===== src/rtl/uart_rx_fifo.sv =====
// Receive-side byte FIFO placed directly after the UART receiver.
// Captures strobed bytes and presents them first-word-fall-through on a
// valid/ready interface. When a byte arrives while full, it is dropped,
// the stored data is left intact, and a sticky overflow flag is raised.
module uart_rx_fifo #(
  parameter int DEPTH  = 16,
  parameter int AFULL  = 12,
  parameter int ADDR_W = $clog2(DEPTH)
) (
  input  logic              clk,
  input  logic              i_rst,
  input  logic              i_data_avail,
  input  logic [7:0]        i_data_byte,
  output logic              o_valid,
  output logic [7:0]        o_data,
  input  logic              i_ready,
  output logic [ADDR_W:0]   o_count,
  output logic              o_full,
  output logic              o_almost_full,
  output logic              o_overflow,
  input  logic              i_clr_overflow
);

  localparam logic [ADDR_W:0] DEPTH_C = (ADDR_W+1)'(DEPTH);
  localparam logic [ADDR_W:0] AFULL_C = (ADDR_W+1)'(AFULL);

  logic [7:0]        mem [DEPTH];
  logic [ADDR_W-1:0] rd_ptr;
  logic [ADDR_W-1:0] wr_ptr;
  logic [ADDR_W:0]   count;
  logic              overflow;
  logic              push;
  logic              pop;
  logic              drop;

  // A pop in the same cycle frees a slot, so a full FIFO can still accept.
  always_comb begin
    pop  = o_valid & i_ready;
    push = i_data_avail & (~o_full | pop);
    drop = i_data_avail & o_full & ~pop;
  end

  // Byte storage; contents are never reset, only the pointers are.
  always_ff @(posedge clk) begin
    if (push && !i_rst) begin
      mem[wr_ptr] <= i_data_byte;
    end
  end

  // Pointers and occupancy; pointers wrap naturally at DEPTH.
  always_ff @(posedge clk) begin
    if (i_rst) begin
      rd_ptr <= '0;
      wr_ptr <= '0;
      count  <= '0;
    end else begin
      if (push) wr_ptr <= wr_ptr + 1'b1;
      if (pop)  rd_ptr <= rd_ptr + 1'b1;
      count <= count + {{ADDR_W{1'b0}}, push} - {{ADDR_W{1'b0}}, pop};
    end
  end

  // Sticky overflow; a drop in the same cycle as a clear keeps the flag set.
  always_ff @(posedge clk) begin
    if (i_rst) begin
      overflow <= 1'b0;
    end else if (drop) begin
      overflow <= 1'b1;
    end else if (i_clr_overflow) begin
      overflow <= 1'b0;
    end
  end

  // Status is derived from registered state only.
  always_comb begin
    o_valid       = (count != '0);
    o_data        = mem[rd_ptr];
    o_count       = count;
    o_full        = (count == DEPTH_C);
    o_almost_full = (count >= AFULL_C);
    o_overflow    = overflow;
  end

endmodule


===== config.mk =====
export PLATFORM = sky130hd
export DESIGN_NAME = uart_rx_fifo
export DESIGN_NICKNAME = d
export VERILOG_FILES = /design/src/rtl/uart_rx_fifo.sv
export SDC_FILE = /design/constraint.sdc
export NUM_CORES = 1
export LEC_CHECK = 0
export ABC_CLOCK_PERIOD_IN_PS = 3600
export BUFFER_PORTS_ARGS = -buffer_cell sky130_fd_sc_hd__buf_4
export CAP_MARGIN = 30
export CORE_UTILIZATION = 32
export DETAILED_ROUTE_END_ITERATION = 8
export GPL_TIMING_DRIVEN = 0
export PLACE_DENSITY = 0.48
export SYNTH_ARGS = -nofsm -noshare
export SYNTH_HDL_FRONTEND = slang
export SYNTH_SLANG_ARGS = --single-unit

===== constraint.sdc =====
create_clock -name clk -period 3.6 [get_ports clk]
set_clock_uncertainty 0.2 [all_clocks]
set_input_delay 0.18 -clock clk [delete_from_list [all_inputs] [get_ports clk]]
set_output_delay 0.18 -clock clk [all_outputs]
set_load 0.02 [all_outputs]

* Word-level counts from Yosys, hierarchy flattened
Memories as Yosys holds them, arrays and structs flattened. A register that Yosys moved wholly into a read port is not among the register bits.
Cells that the tools add are included.
W data, S select, Z words.
** Storage, ports and cells
- Output and inout port bits :: 17
- Word-level logic and storage cells :: 28
- Register bits after elaboration :: 14
- Memories :: 1
- Input bits :: 13
- Memory bits (writable) :: 128
** Operators by class
- Bitwise logic cells :: 7
- Muxes and demuxes :: 6
- Equal/unequal tests :: 1
- $add $sub $neg :: 4
- Magnitude comparators :: 1
- Reduce and logical (&&, ||, !) cells :: 4
** Memories
- mem :: words 16, bits a word 8, read ports 1, clocked after memory_dff 1, wr ports 1, RTL line 27 : logic [7:0] mem [DEPTH];
** Operators with widths (count)
- $add A4 B1 Y4 const B :: 2
- $mux W4 :: 2
- $add A5 B1 Y5 :: 1
- $eq A5 B5 Y1 const B :: 1
- $ge A5 B4 Y1 const B :: 1
- $reduce_bool A5 Y1 :: 1
- $sub A5 B1 Y5 :: 1
- $and A1 B1 Y1 :: 4
- $mux W1 :: 4
- $not A1 Y1 :: 2
- $reduce_bool A2 Y1 :: 1
- $logic_and A1 B1 Y1 :: 1
- $logic_not A1 Y1 :: 1
- $or A1 B1 Y1 :: 1

* Logic depth before layout (Yosys ltp)
Gate-level depths: netlist of the first run.
- Depth in word-level cells :: 7
- Mapped depth :: 12
- Gate-level depth less buffers :: 11

* Worst setup path after synthesis of the first run
No wires, ideal clock.
- Kind :: register to register
- Start point :: register count[2], in the netlist o_count[2]
- End point :: register count[4], in the netlist o_count[4]
- Path slack :: 821 ps
- Required time :: 3272 ps
- Library setup time :: 128 ps
- Stages on the path, launching flop included :: 13
- Period minus slack after synthesis :: 2779 ps
- Arrival time :: 2452 ps
- Buffers on the path :: 1
- Cell sequence :: dfxtp_1 inv_1 ha_1 nand4bb_1 o21ai_2 buf_4 mux2i_1 ha_1 fa_1 a21oi_1 o21bai_1 xnor2_1 nor2_1
** On the way
- Longest elaborated chain between the ends :: 6
- Elaborated cells between the ends (all ways) :: 8
- Classes of those cells :: add/sub (2); eq/ne (1); bitwise (4); reduce/logical (1)
** RTL lines
- start: declaration :: RTL line 30 : logic [ADDR_W:0] count;
- start signal: assignment :: RTL line 59 : count <= count + {{ADDR_W{1'b0}}, push} - {{ADDR_W{1'b0}}, pop};
- $reduce_bool A5 Y1 or $eq A5 B5 Y1 (tied branches) :: RTL line 76, 79
- $and A1 B1 Y1 or $not A1 Y1 (tied branches) :: RTL line 38, 39
- $or A1 B1 Y1 :: RTL line 39 : push = i_data_avail & (~o_full | pop);
- $and A1 B1 Y1 :: RTL line 39
- $add A5 B1 Y5 :: RTL line 59
- $sub A5 B1 Y5 * :: RTL line 59
Every way passes the cells marked *; elsewhere a longest branch is shown, timed or not.
A chain may end at the register's enable or synchronous reset.

* Final worst setup path of the first run
Same ends and word-level chain as after synthesis.

==> results.toml, run 1 <==
[cells_and_area]
drive_above_1_share_pct = 26.6
finalInstanceArea_um2 = 7220
layout_common_cells = "128 x edfxtp_1, 40 x buf_4, 18 x mux4_2, 18 x dfxtp_1, 17 x clkbuf_16"
nNetsFinal = 412
final_core_util_pct = 40.0
layout_commonest_cell = "edfxtp_1"
syn_to_final_growth_pct = 22.4
diodes = 0

[place]
place_congestion = 0.747
place_hpwl_um = 8640
port_buffers = 27
place_area_um2 = 6520

[die]
die_h_um = 138
io_pins = 30
rows = 49
die_x_um = 138
start_util_pct = 32.7
core-area_um2 = 18000
die-area_um2 = 19000

[timing]
fin_crit_sh_pct = 90.7
worst_pin_slew_ns = 0.820
rsz0062_at_grt = "false"
slew_violations = 0
finalHoldViolCount = 0
slew_headroom_pct = 45.1
setup-violations-final = 0
fmax_mhz = 306
min_period_ns = 3.26
hold-worst-slack_ns = 0.0555
tns_ns = 0

[route]
drt_wl_total_um = 12500
vias_per_cell = 4.81
via_count = 3020
drtIter0Drc = 160
drc = 0
wire_per_inst_um = 19.8
firstDrtPassIters = 4
drtAntennaViolNets = 0

[worst_setup_path]
path_class = "reg -> reg"
crit_slowest_cell = "o21ai_2"
r2r_slack_ns = 0.34
critPathBufInv = 2
crit_cells = 12
cp_max_fo = 10
cpPeakStageDelay_ns = 0.58
end_kind = "flip-flop"
path_cells = "inv_1 -> ha_1 -> nand4bb_1 -> o21ai_2 -> buf_4 -> mux2i_1 -> ha_1 -> fa_1 -> a21oi_1 -> o21bai_1 -> xnor2_1 -> nor2_1"
arrival_ns = 3.35
worst_path_most_repeated_cell = "ha_1"
path_delay_family = "compound AO/OA/AOI/OAI gates"
crit_required_ns = 3.69
reg2reg_depth = 12
cp-start-kind = "flip-flop"

[clocking]
post_cts_resized = 0
cts_buffer_depth = 2
h-tree-depth = 4
cts-root-buf = "clkbuf_16"
numCtsBuffers = 17
cts.clk_slew.worst_paths_ns = 0.06
cts_hold_buf = 12
cts_sinks = 146
insertion_delay_ns = 0.42
tritoncts = "built"
cts_setup_buffers = 0

[synth]
synth-edff-count = 128
synth.distinct_cells = 38
synth_nets = 340
ys_warn_count = 0
synthFlopType = "edfxtp_1"
async_flop_share_pct = 0
synth.avg_cell_area_um2 = 18.8
ys_ff_latch = 146
syn_inst = 314
yosysSeqAreaShare_pct = 71.3
synth_area_um2 = 5900

[grt]
antenna_found_initial = 0
grt_max_degree = 17
gr-usage-all-layers_pct = 14.6
grt_overflow = 0
grt_pass1_vias = 3051
grt_first_pass_wirelength_um = 18800

[power_and_ir_drop]
power_frac_seq_pct = 40.6
power_density_nw_per_um2 = 667
vdd_drop_max_uv = 363
p_leak_nw = 2.46
p_clk_share_pct = 36.2
p_int_mw = 3.52
power_switching_mw = 1.29
swShare_pct = 26.9
power_frac_comb_pct = 23.2

[status]
status = "completed"

[job]
maxCapViolCount = 0

[min_path]
min_path_cells = 3
hold_path.class = "in -> reg"
-- power groups by stage --
| stage | combinational [mW] | clock, mW | sequential [mW] |
|---|---|---|---|
| 2_1_floorplan | 0.731 | 0 | 2.00 |
| 3_3_place_gp | 1.11 | 0 | 1.99 |
| 3_5_place_dp | 1.13 | 0 | 1.99 |
| 4_1_cts | 1.15 | 1.78 | 1.96 |
| 5_1_grt | 1.22 | 1.85 | 1.97 |
| 6_report | 1.12 | 1.74 | 1.95 |
-- layout make-up --
type / instances / area, um^2
flip-flops and latches: 146 / 4200
plain buffers: 17 / 120
repair buffers: 53 / 418
well taps: 229 / 287
clock buffers: 22 / 444
clock inverters: 10 / 135
inverters: 7 / 26.3
fillers: 1662 / 10800
multi-input cells: 144 / 1580
-- synthesized netlist by cell type, types with 2 or more instances --
cell type / number / area share, %
edfxtp_1: 128 / 65
dfxtp_1: 18 / 6.1
mux4_2: 18 / 6.9
a22oi_1: 16 / 2.0
nor2_1: 15 / 0.95
mux4_1: 14 / 6.2
ha_1: 12 / 2.5
nor3_1: 12 / 1.0
nand2_1: 10 / 0.64
inv_1: 7 / 0.45
nand2b_1: 6 / 0.64
xor2_1: 5 / 0.74
a21oi_1: 4 / 0.34
clkbuf_1: 4 / 0.25
nor2b_1: 4 / 0.42
nor4_1: 4 / 0.42
xnor2_1: 4 / 0.59
buf_4: 3 / 0.38
buf_6: 3 / 0.57
clkdlybuf4s25_2: 3 / 0.51
nand3_1: 3 / 0.25
and3_1: 2 / 0.21
buf_2: 2 / 0.17
mux2i_1: 2 / 0.34
o211ai_1: 2 / 0.25
-- through the flow --
step           cells  setup slack, ns  total power, mW
2_1_floorplan    314            0.821             2.74
3_3_place_gp     570            0.121             3.10
3_5_place_dp     584            0.326             3.12
4_1_cts          628            0.298             4.89
5_1_grt          628           0.0950             5.04
6_report         628            0.336             4.82
-- worst reg2reg max path, stage by stage (launching register included) --
cell,delay (ns)
dfxtp_1,0.35
inv_1,0.10
ha_1,0.17
nand4bb_1,0.24
o21ai_2,0.58
buf_4,0.31
mux2i_1,0.10
ha_1,0.22
fa_1,0.41
a21oi_1,0.16
o21bai_1,0.10
xnor2_1,0.15
nor2_1,0.05
-- routing by layer --
| layer | share of wire, % | global-route usage, % | wire length (um) |
|---|---|---|---|
| met2 | 49 | 23.6 | 6070 |
| met1 | 44 | 18.9 | 5520 |
| met5 | 0 | 0 | 0 |
| met3 | 5.5 | 4.16 | 682 |
| met4 | 1.6 | 4.47 | 196 |
-- logic make-up after synthesis --
| group | Yosys count | synth area share (%) |
|---|---|---|
| AND/OR/NAND/NOR | 62 | 5.37 |
| AO/OA/AOI/OAI | 26 | 3.20 |
| buffers and inverters | 24 | 2.48 |
| XOR/XNOR | 9 | 1.34 |
| adder cells (fa/ha/maj) | 13 | 2.88 |
| flip-flops | 146 | 71.3 |
| multiplexers | 34 | 13.4 |
-- path summary, 6_finish.rpt --
path	startpoint	endpoint
worst min-delay path	i_ready	rd_ptr[1]
worst max-delay path	o_count[2]	o_count[4]
worst min register to register	rd_ptr[1]	rd_ptr[1]
worst max register to register	o_count[2]	o_count[4]
-- sequential cells by signal, indices dropped and copies added, names as in the netlist, named ones only --
name and flops:
o_count 5, wr_ptr 4, rd_ptr 4, o_overflow 1, mem 128
No activity file was read; power rests on OpenSTA's default activity.
==> inputs of run 2 (changes only) <==
--- a/config.mk
+++ b/config.mk
@@ -8,10 +8,11 @@
 export ABC_CLOCK_PERIOD_IN_PS = 3600
 export BUFFER_PORTS_ARGS = -buffer_cell sky130_fd_sc_hd__buf_4
 export CAP_MARGIN = 30
-export CORE_UTILIZATION = 32
+export CORE_UTILIZATION = 60
+export CTS_CLUSTER_SIZE = 24
 export DETAILED_ROUTE_END_ITERATION = 8
 export GPL_TIMING_DRIVEN = 0
-export PLACE_DENSITY = 0.48
+export PLACE_DENSITY = 0.79
 export SYNTH_ARGS = -nofsm -noshare
 export SYNTH_HDL_FRONTEND = slang
 export SYNTH_SLANG_ARGS = --single-unit
==> results.toml, run 2 (synthesized netlist as in run 1, its figures left out) <==
[timing]
min_period_ns = 3.15
setup-violations-final = 0
fmax_mhz = 317
slew_headroom_pct = 47.2
tns_ns = 0
slew_violations = 0
worst_pin_slew_ns = 0.789
fin_crit_sh_pct = 87.6
finalHoldViolCount = 0
rsz0062_at_grt = "false"

[cells_and_area]
nNetsFinal = 415
diodes = 0
finalInstanceArea_um2 = 7060
top_register = "mem"
drive_above_1_share_pct = 27.1
fillers = 538
syn_to_final_growth_pct = 19.6
layout_commonest_cell = "edfxtp_1"
layout_common_cells = "128 x edfxtp_1, 40 x buf_4, 18 x mux4_2, 18 x dfxtp_1"
largest_reg_flops = 128

[route]
drt_wl_total_um = 11700
drtAntennaViolNets = 0
via_count = 3162
drtIter0Drc = 261
drc = 0
wire_per_inst_um = 22.0
firstDrtPassIters = 5
vias_per_cell = 5.95

[worst_setup_path]
crit_required_ns = 3.80
worst_path_most_repeated_cell = "ha_1"
cp_max_fo = 10
arrival_ns = 3.35
end_kind = "flip-flop"
critPathBufInv = 2
cp-start-kind = "flip-flop"
path_delay_family = "adder cells"
path_cells = "inv_1 -> ha_1 -> nand4bb_1 -> o21ai_2 -> buf_4 -> mux2i_1 -> ha_1 -> fa_1 -> a21oi_1 -> o21bai_1 -> xnor2_1 -> nor2_1"
cpPeakStageDelay_ns = 0.49
crit_slowest_cell = "o21ai_2"
path_class = "reg -> reg"

[clocking]
insertion_delay_ns = 0.52
cts_buffer_depth = 2
cts.clk_slew.worst_paths_ns = 0.06
cts-root-buf = "clkbuf_8"
tritoncts = "built"
numCtsBuffers = 17
cts_sinks = 146
post_cts_resized = 0
h-tree-depth = 4

[place]
place_congestion = 0.774
place_area_um2 = 6390
port_buffers = 27
place_hpwl_um = 7460

[die]
core-area_um2 = 9370
io_pins = 30
rows = 35
die_h_um = 101
die_x_um = 101
die-area_um2 = 10200
start_util_pct = 62.9

[power_and_ir_drop]
vdd_drop_max_uv = 457
p_leak_nw = 2.45
totalPowerFinal_mw = 4.63
power_density_nw_per_um2 = 656

[grt]
grt_pass1_vias = 3199
grt_max_degree = 17
grt_overflow = 0
grt_first_pass_wirelength_um = 17800
gr-usage-all-layers_pct = 25.2
antenna_found_initial = 0

[min_path]
hold_path.class = "reg -> reg"

[job]
maxCapViolCount = 0

[status]
status = "completed"
run 2: timing repair:
item                                    CTS  global route
setup buffers                             0             0
hold buffers                             13             0
endpoints found under the setup margin    0             0
hold endpoints to repair                138             0
run 2: power breakdown:
group | total, mW | leakage, nW | internal (mW) | switching (mW)
Clock | 1.58 | 0.256 | 0.913 | 0.668
Sequential | 1.95 | 1.30 | 1.90 | 0.0508
Combinational | 1.09 | 0.894 | 0.533 | 0.557
run 2: routing by layer:
layer  share of wire, %  routed length, um  track usage [%]  vias up
met1                 40               4650             31.4     1589
met5                  0                  0                0        -
met4                1.7                201             8.92        0
li1                   -                  -                -     1414
met2                 52               6040             43.5      140
met3                6.6                771             6.21       19
run 2: layout make-up:
cell class / instances / area (um^2) / share of cell area, %
sequential: 146 / 4200 / 59.6
clock buffer: 19 / 422 / 5.98
inverter: 7 / 26.3 / 0.372
clock inverter: 13 / 111 / 1.58
buffer: 17 / 120 / 1.70
tap: 129 / 161 / 2.29
timing repair buffer: 56 / 438 / 6.21
multi-input combinational: 144 / 1570 / 22.3
run 2: through the flow:
step | worst slack [ns] | utilization, % | hold WS [ns] | std cells
3_3_place_gp | 0.175 | 66.8 | 0.264 | 470
2_1_floorplan | 0.821 | - | 0.0789 | 314
3_5_place_dp | 0.460 | 68.2 | 0.287 | 486
6_report | 0.446 | 75.3 | 0.313 | 531
4_1_cts | 0.449 | 75.3 | 0.304 | 531
5_1_grt | 0.203 | 75.3 | 0.326 | 531
run 2: worst reg2reg max path: cells and delay by family, from the launching register on:
kind,cells,cell delay (ns)
AND/OR/NAND/NOR,2,0.28
adder cells (fa/ha/maj),3,0.81
buffers and inverters,2,0.37
XOR/XNOR,1,0.15
flip-flops,1,0.36
AO/OA/AOI/OAI,3,0.76
multiplexers,1,0.09
run 2: worst paths after layout:
check / from / to / slack [ns] / cells after the start
max: o_count[2] / o_count[4] / 0.45 / 12
min: rd_ptr[1] / flip-flop / 0.31 / 2
max reg2reg: o_count[2] / o_count[4] / 0.45 / 12
min reg2reg: rd_ptr[1] / flip-flop / 0.31 / 2
==> inputs of run 3 (changes only) <==
--- a/config.mk
+++ b/config.mk
@@ -6,13 +6,14 @@
 export NUM_CORES = 1
 export LEC_CHECK = 0
 export ABC_CLOCK_PERIOD_IN_PS = 3600
-export BUFFER_PORTS_ARGS = -buffer_cell sky130_fd_sc_hd__buf_4
+export BUFFER_PORTS_ARGS = -buffer_cell sky130_fd_sc_hd__buf_2
 export CAP_MARGIN = 30
 export CORE_UTILIZATION = 60
+export CTS_BUF_LIST = sky130_fd_sc_hd__clkbuf_8 sky130_fd_sc_hd__clkbuf_16
 export CTS_CLUSTER_SIZE = 24
 export DETAILED_ROUTE_END_ITERATION = 8
 export GPL_TIMING_DRIVEN = 0
-export PLACE_DENSITY = 0.79
+export PLACE_DENSITY = 0.89
 export SYNTH_ARGS = -nofsm -noshare
 export SYNTH_HDL_FRONTEND = slang
 export SYNTH_SLANG_ARGS = --single-unit
==> results.toml, run 3 (synthesized netlist as in run 1, its figures left out) <==
[cells_and_area]
drive_above_1_share_pct = 26.9
top_register = "mem"
diodes = 0
syn_to_final_growth_pct = 19.7
layout_common_cells = "128 x edfxtp_1, 31 x buf_2, 20 x clkbuf_16"
layout_commonest_cell = "edfxtp_1"
nNetsFinal = 414
largest_reg_flops = 128

[power_and_ir_drop]
p_leak_nw = 2.46
swShare_pct = 27.2
power_frac_seq_pct = 41.4
power_switching_mw = 1.29
p_int_mw = 3.44
power_frac_comb_pct = 22.3
power_density_nw_per_um2 = 669
vdd_drop_max_uv = 471
p_clk_share_pct = 36.3

[die]
die_h_um = 101
die_x_um = 101
core-area_um2 = 9370
start_util_pct = 62.9
rows = 35
io_pins = 30
die-area_um2 = 10200

[place]
place_congestion = 0.822
place_hpwl_um = 7760
port_buffers = 27

[timing]
fmax_mhz = 302
min_period_ns = 3.31
worst_pin_slew_ns = 1.03
tns_ns = 0
setup-violations-final = 0
hold-worst-slack_ns = 0.302
finalHoldViolCount = 0
fin_crit_sh_pct = 91.9
slew_violations = 0
slew_headroom_pct = 30.5
rsz0062_at_grt = "false"

[worst_setup_path]
timing.rr.start = "o_count[2]"
reg2reg_depth = 12
cp-start-kind = "flip-flop"
path_class = "reg -> reg"
cp_max_fo = 10
arrival_ns = 3.51
end_kind = "flip-flop"
crit_required_ns = 3.80
timing.rr.end = "o_count[4]"
worstSetupStartpoint = "o_count[2]"
r2r_slack_ns = 0.29

[clocking]
post_cts_resized = 0
cts-root-buf = "clkbuf_8"
insertion_delay_ns = 0.52
numCtsBuffers = 17
cts_setup_buffers = 0
cts_hold_buf = 14
h-tree-depth = 4
tritoncts = "built"
cts.clk_slew.worst_paths_ns = 0.06
cts_sinks = 146
cts_buffer_depth = 2

[min_path]
hold_path.class = "reg -> reg"
holdPathEnd = "rd_ptr[1]"
min_from = "rd_ptr[1]"
min_path_cells = 2

[grt]
gr-usage-all-layers_pct = 26.5
grt_first_pass_wirelength_um = 18500
grt_pass1_vias = 3405
grt_max_degree = 17
antenna_found_initial = 0
grt_overflow = 0

[route]
drtAntennaViolNets = 0
drt_wl_total_um = 12400
drc = 0
vias_per_cell = 6.12
via_count = 3246
drtIter0Drc = 318
firstDrtPassIters = 6
wire_per_inst_um = 23.3

[status]
status = "completed"

[job]
maxCapViolCount = 0
-- run 3: routing by layer --
layer | routed length (um) | global-route usage, % | vias to the layer above
met3 | 1020 | 6.90 | 27
met1 | 4460 | 30.3 | 1616
met4 | 391 | 14.0 | 0
met2 | 6490 | 46.0 | 198
met5 | 0 | 0 | -
li1 | - | - | 1405
-- run 3: final cells by class --
cell class,instances,area (um^2)
repair buffers,55,375
flip-flops and latches,146,4200
multi-input cells,144,1570
fillers,531,2310
clock buffers,23,542
plain buffers,17,120
well taps,129,161
inverters,7,26.3
clock inverters,9,61.3
-- run 3: how the worst max path moves through the flow --
stage	end	slack, ns
3_3_place_gp	mem[3][1]	0.43
2_1_floorplan	o_count[4]	0.82
4_1_cts	o_count[4]	0.32
6_report	o_count[4]	0.29
5_1_grt	o_count[4]	0.1
3_5_place_dp	o_count[4]	0.34
-- run 3: worst max-delay path: stages (launching register included) --
cell	delay (ns)
dfxtp_1	0.36
inv_1	0.10
ha_1	0.17
nand4bb_1	0.26
o21ai_2	0.60
buf_4	0.31
mux2i_1	0.10
ha_1	0.21
fa_1	0.41
a21oi_1	0.15
o21bai_1	0.10
xnor2_1	0.15
nor2_1	0.05
-- run 3: per-stage QoR --
step                instances  instance area, um^2  power (mW)  worst slack [ns]  utilization (%)
finish                    530                 7060        4.73             0.293             75.4
global route              530                 7060        4.89            0.0981             75.4
CTS                       529                 7060        4.75             0.319             75.3
detailed placement        483                 6310        3.02             0.345             67.4
global placement          470                 6190        2.98             0.435             66.1
floorplan                 314                 5900        2.74             0.821                -
-- run 3: power groups by stage --
stage	sequential [mW]	clock, mW	combinational, mW
2_1_floorplan	2.00	0	0.731
3_3_place_gp	1.98	0	0.995
3_5_place_dp	1.99	0	1.04
4_1_cts	1.96	1.73	1.06
5_1_grt	1.96	1.79	1.13
6_report	1.96	1.72	1.05
